--- config.mk ---
export PLATFORM = sky130hd
export DESIGN_NAME = com_piso_serializer
export DESIGN_NICKNAME = d
export VERILOG_FILES = /design/src/rtl/com_pkg.sv /design/src/rtl/com_piso_serializer.sv
export SDC_FILE = /design/constraint.sdc
export NUM_CORES = 1
export LEC_CHECK = 0
export CORE_ASPECT_RATIO = 1.1
export CORE_MARGIN = 2
export CORE_UTILIZATION = 60
export CTS_CLUSTER_DIAMETER = 100
export CTS_CLUSTER_SIZE = 20
export DETAILED_ROUTE_END_ITERATION = 12
export DONT_BUFFER_PORTS = 1
export PLACE_DENSITY_LB_ADDON = 0.1
export SYNTH_ARGS = -nofsm -noshare
export SYNTH_HDL_FRONTEND = slang
export SYNTH_SLANG_ARGS = --single-unit
--- constraint.sdc ---
create_clock -name clk -period 1.4 [get_ports clk]
set_input_delay 0.28 -clock clk [delete_from_list [all_inputs] [get_ports clk]]
set_output_delay 0.28 -clock clk [all_outputs]
set_load 0.03 [all_outputs]
--- src/rtl/com_pkg.sv ---
// Shared definitions for the com_* serializer blocks: FSM state encoding and
// the beat-counter width helper.
package com_pkg;

  localparam logic S_IDLE  = 1'b0;
  localparam logic S_SHIFT = 1'b1;

  // Counter width for a beat index in 0..words-1; never narrower than 1 bit.
  function automatic int com_cnt_w(input int words);
    return (words <= 1) ? 1 : $clog2(words);
  endfunction

endpackage

--- src/rtl/com_piso_serializer.sv ---
// Parallel-in/serial-out serializer. A WORDS-lane input word is loaded into a
// shift register and emitted one WIDTH-bit lane per output handshake, with
// out_last flagging the final lane. When the final beat transfers and a new
// word is offered, the word is reloaded in the same cycle so a continuous
// stream has no idle cycles between words.
module com_piso_serializer
  import com_pkg::*;
#(
  parameter int WIDTH     = 8,
  parameter int WORDS     = 4,
  parameter bit LSB_FIRST = 1'b1
) (
  input  logic                   clk,
  input  logic                   rst_n,
  input  logic                   in_valid,
  output logic                   in_ready,
  input  logic [WORDS*WIDTH-1:0] in_data,
  output logic                   out_valid,
  input  logic                   out_ready,
  output logic [WIDTH-1:0]       out_data,
  output logic                   out_last,
  output logic                   busy
);

  localparam int CNT_W    = com_cnt_w(WORDS);
  localparam int SR_W     = WORDS * WIDTH;
  localparam int OUT_LANE = LSB_FIRST ? 0 : WORDS - 1;
  localparam logic [CNT_W-1:0] LAST_CNT  = CNT_W'(WORDS - 1);
  localparam logic             LOAD_LAST = (WORDS == 1);

  logic             r_state;
  logic             w_state_next;
  logic [SR_W-1:0]  r_sr;
  logic [SR_W-1:0]  w_sr_next;
  logic [SR_W-1:0]  w_sr_shift;
  logic [CNT_W-1:0] r_cnt;
  logic [CNT_W-1:0] w_cnt_next;
  logic [CNT_W-1:0] w_cnt_inc;
  logic             r_last;
  logic             w_last_next;
  logic             w_in_xfer;
  logic             w_out_xfer;

  // Shifted image of the register: every lane moves one step toward the
  // output lane and the far end fills with zeros.
  generate
    for (genvar gi = 0; gi < WORDS; gi++) begin : g_lane
      if (LSB_FIRST) begin : g_lsb
        if (gi == WORDS - 1) begin : g_fill
          assign w_sr_shift[gi*WIDTH +: WIDTH] = '0;
        end else begin : g_move
          assign w_sr_shift[gi*WIDTH +: WIDTH] = r_sr[(gi+1)*WIDTH +: WIDTH];
        end
      end else begin : g_msb
        if (gi == 0) begin : g_fill
          assign w_sr_shift[gi*WIDTH +: WIDTH] = '0;
        end else begin : g_move
          assign w_sr_shift[gi*WIDTH +: WIDTH] = r_sr[(gi-1)*WIDTH +: WIDTH];
        end
      end
    end
  endgenerate

  assign out_valid  = (r_state == S_SHIFT);
  assign busy       = (r_state == S_SHIFT);
  assign out_last   = r_last;
  assign out_data   = r_sr[OUT_LANE*WIDTH +: WIDTH];
  assign w_cnt_inc  = r_cnt + 1'b1;

  // Ready while idle, or when the final beat leaves this cycle (zero-bubble
  // reload). Held low during reset.
  assign in_ready   = rst_n && ((r_state == S_IDLE) ||
                                ((r_state == S_SHIFT) && r_last && out_ready));
  assign w_in_xfer  = in_valid && in_ready;
  assign w_out_xfer = out_valid && out_ready;

  // Next-state logic: load, shift, reload on the last beat, or return to idle.
  always_comb begin
    w_state_next = r_state;
    w_sr_next    = r_sr;
    w_cnt_next   = r_cnt;
    w_last_next  = r_last;
    if (r_state == S_IDLE) begin
      if (w_in_xfer) begin
        w_state_next = S_SHIFT;
        w_sr_next    = in_data;
        w_cnt_next   = '0;
        w_last_next  = LOAD_LAST;
      end
    end else begin
      if (w_out_xfer) begin
        if (!r_last) begin
          w_sr_next   = w_sr_shift;
          w_cnt_next  = w_cnt_inc;
          w_last_next = (w_cnt_inc == LAST_CNT);
        end else if (w_in_xfer) begin
          w_sr_next   = in_data;
          w_cnt_next  = '0;
          w_last_next = LOAD_LAST;
        end else begin
          w_state_next = S_IDLE;
          w_last_next  = 1'b0;
        end
      end
    end
  end

  // State, shift register and beat counter; reset discards any partial word.
  always_ff @(posedge clk or negedge rst_n) begin
    if (!rst_n) begin
      r_state <= S_IDLE;
      r_sr    <= '0;
      r_cnt   <= '0;
      r_last  <= 1'b0;
    end else begin
      r_state <= w_state_next;
      r_sr    <= w_sr_next;
      r_cnt   <= w_cnt_next;
      r_last  <= w_last_next;
    end
  end

endmodule

==> results.md <==
Run status
* finished with violations — status
* setup timing — failing checks

Drt
* 0 — residual DRC count
* 1432 — overall via count from detail_route
* 21.1 um — Routed wire per std cell
* 4 — router iterations before antenna repair
* 4690 um — routed wire length
* 6.45 — mean number of vias per cell
* 61 — drt initial violations
* 0 — Antenna Nets Post-Route

Worst hold path
* input port to register — type of the most critical hold path
* out_ready — Hold Crit Start
* 1 — Hold Path Stages

Floorplanning
* 20 — num rows
* 60.9 um — height of the chip
* 55.7 um — die width
* 48 — I/O pin cnt
* 2780 sq um — core region area
* 3390 sq um — Die Area
* 63.5% — Starting Density

Setup path
* 420 ps — maximum single-stage delay on the critical path
* flip-flops — cell family with most CP delay
* 4 — cells on worst reg2reg path
* 2 — count of buffer and inverter cells on the critical path
* register to output port — type of the worst setup path
* buf_6 > a21boi_4 > buf_12 > nor2b_4 — critical path cell sequence
* sky130_fd_sc_hd__dfrtp_2 — Slowest cell on crit path
* out_last — worst r2r src
* 2 — maximum fanout count along the critical path
* 1120 ps — worst endpoint required time
* busy — startpoint of the most critical setup path
* output port — crit end category
* 4 — path length in cells of the critical path
* 1350 ps — data arrival time of the worst path
* register — nature of the critical path startpoint

Final layout
* 34 x sky130_fd_sc_hd__dfrtp_1, 26 x sky130_fd_sc_hd__inv_1, 16 x sky130_fd_sc_hd__a21oi_2, 14 x sky130_fd_sc_hd__o32ai_2, 11 x sky130_fd_sc_hd__buf_4 — commonest non-fill, non-tap cells in the layout
* 225 — count of nets after finishing
* 31.3% — Area Growth Syn to Fin
* sky130_fd_sc_hd__dfrtp_1 — most common cell after layout, fill and taps aside
* 43.4% — share of cells above drive strength 1
* 2320 sq um — post-layout instance area
* 0 — number of antenna diodes
* 83.4% — final core occ

Synth
* 10.1 sq um — Synth Area per Inst
* 22 — count of cell types in the netlist
* 0 — Yosys warning count
* 36 — number of synthesized register bits
* 1760 sq um — Syn Std Cell Area
* 212 — syn_nets
* 51.1% — post-synthesis sequential area ratio
* 175 — Post-Syn Instances

Timing
* 0.612 GHz — Fmax achieved
* 0 — number of hold-slack violations in the final timing report
* 0 — Max Slew Vio Count
* 5.93 ps — skew final
* 55.2% — max_slew headroom
* 117% — final cycle utilization of the critical path
* -233 ps — crit path setup slack, layout
* -3700 ps — TNS Setup
* 671 ps — Worst-Margin Slew
* true — setup repair after global routing missed its margin
* 38 — Setup violations, final
* 1630 ps — post-layout minimum cycle time

Pwr
* 2420 nW/um^2 — power density relative to cell area
* 1.02 nW — leak pwr
* 1730 uV — maximum ir drop on the vdd rail
* 5.61 mW — overall power

Place
* 0.756 — Placer Congestion
* 1790 sq um — total cell area at the placement stage
* 0 — number of buffers added on ports
* 2460 um — hpwl dp
* -165 ps — pre-CTS setup slack

Clock network
* 2 — htree depth
* 100 ps — clock slew at the register clock pins of the worst setup and hold paths
* 340 ps — clock latency reported for the late side of the worst-skew pair
* 5 — number of buffers created by CTS
* yes — clock tree from TritonCTS
* 2 — buffer depth of the longest clock path
* sky130_fd_sc_hd__clkbuf_4 — cell chosen for the clock root
* 36 — total number of clock tree sinks

Global routing
* 0 — number of antenna violations at the first check in global routing
* 1317 — via count of the first global-routing pass
* 37 — largest net degree at the start of global routing
* 6150 um — global-route wire length before repair
* 0 — total global routing overflow
* 24.4% — total global routing track utilization

Flow run
* 0 — max_cap viols

-- logic make-up (layout without fill, tap and decap cells) --
logic type	Yosys count	count (layout)	share of synthesized area [%]
compound gates	71	73	29.9
buf+inv	47	59	12.6
flops	36	36	51.1
simple gates	19	19	5.25
fa+ha+maj	1	1	0.709
mux	1	1	0.567
-- timing repair --
| action | 4_1_cts | 5_1_grt |
|---|---|---|
| hold endpoints to repair | 36 | 0 |
| cloned | 0 | 4 |
| gates resized for setup | 20 | 40 |
| hold buffers | 2 | 0 |
| setup endpoints to repair | 27 | 27 |
| pin swaps | 0 | 27 |
| setup buffers | 2 | 7 |
-- through the flow --
stage,hold slack (ps),instances
floorplan,-15.6,175
global placement,-14.8,199
detailed placement,-14.9,199
CTS,98.1,211
global route,89.1,222
finish,105,222
-- path summary, 6_finish.rpt --
check                           endpoint  slack, ps
worst min register to register  r_cnt[0]        530
worst max register to register  r_cnt[1]       -170
worst min-delay path            out_last        110
max in group asynchronous           busy        820
worst max-delay path            in_ready       -230
min in group asynchronous       r_sr[12]        390
-- flip-flops by register name (all words and copies together) (netlist names) --
signal / cells
out_last: 1
r_cnt: 2
r_sr: 32
busy: 1
-- cells in the mapped netlist --
cell type                  number  area, sq um
sky130_fd_sc_hd__dfrtp_1       36          901
sky130_fd_sc_hd__inv_1         26         97.6
sky130_fd_sc_hd__a21oi_1       24          120
sky130_fd_sc_hd__o32ai_1       24          210
sky130_fd_sc_hd__buf_2          9         45.0
sky130_fd_sc_hd__buf_4          9         67.6
sky130_fd_sc_hd__nor2_1         9         33.8
sky130_fd_sc_hd__o21ai_0        9         45.0
sky130_fd_sc_hd__o221a_2        8         90.1
sky130_fd_sc_hd__clkbuf_1       3         11.3
sky130_fd_sc_hd__nand2b_1       3         18.8
sky130_fd_sc_hd__nor2b_1        3         18.8
sky130_fd_sc_hd__a22o_1         2         17.5
sky130_fd_sc_hd__nand2_1        2         7.51
sky130_fd_sc_hd__a21boi_4       1         18.8
sky130_fd_sc_hd__a32o_1         1         10.0
sky130_fd_sc_hd__and2_1         1         6.26
sky130_fd_sc_hd__ha_1           1         12.5
sky130_fd_sc_hd__mux2i_1        1         10.0
sky130_fd_sc_hd__nand3b_1       1         7.51
sky130_fd_sc_hd__o21ai_2        1         8.76
sky130_fd_sc_hd__o22ai_1        1         6.26
-- report_power, final --
group / switching, mW / total [mW] / internal [mW] / leakage, nW
registers: 0.525 / 2.02 / 1.50 / 0.418
logic: 1.58 / 3.00 / 1.42 / 0.563
clock network: 0.345 / 0.584 / 0.239 / 0.0380
total: 2.45 / 5.61 / 3.16 / 1.02
-- layer usage --
layer	part of all wire, %	global-route usage, %
met3	7.6	10.7
met1	41	29.8
met2	50	39.5
met4	1.6	8.36
met5	0	0
-- final cells by class --
| cell class | count | area, sq um |
|---|---|---|
| multi-input cells | 94 | 926 |
| flip-flops and latches | 36 | 903 |
| repair buffers | 25 | 287 |
| clock buffers | 6 | 51.3 |
| well taps | 33 | 41.3 |
| inverters | 26 | 97.6 |
| fillers | 148 | 462 |
| clock inverters | 2 | 10.0 |
Power figures use the tool's default switching activity.
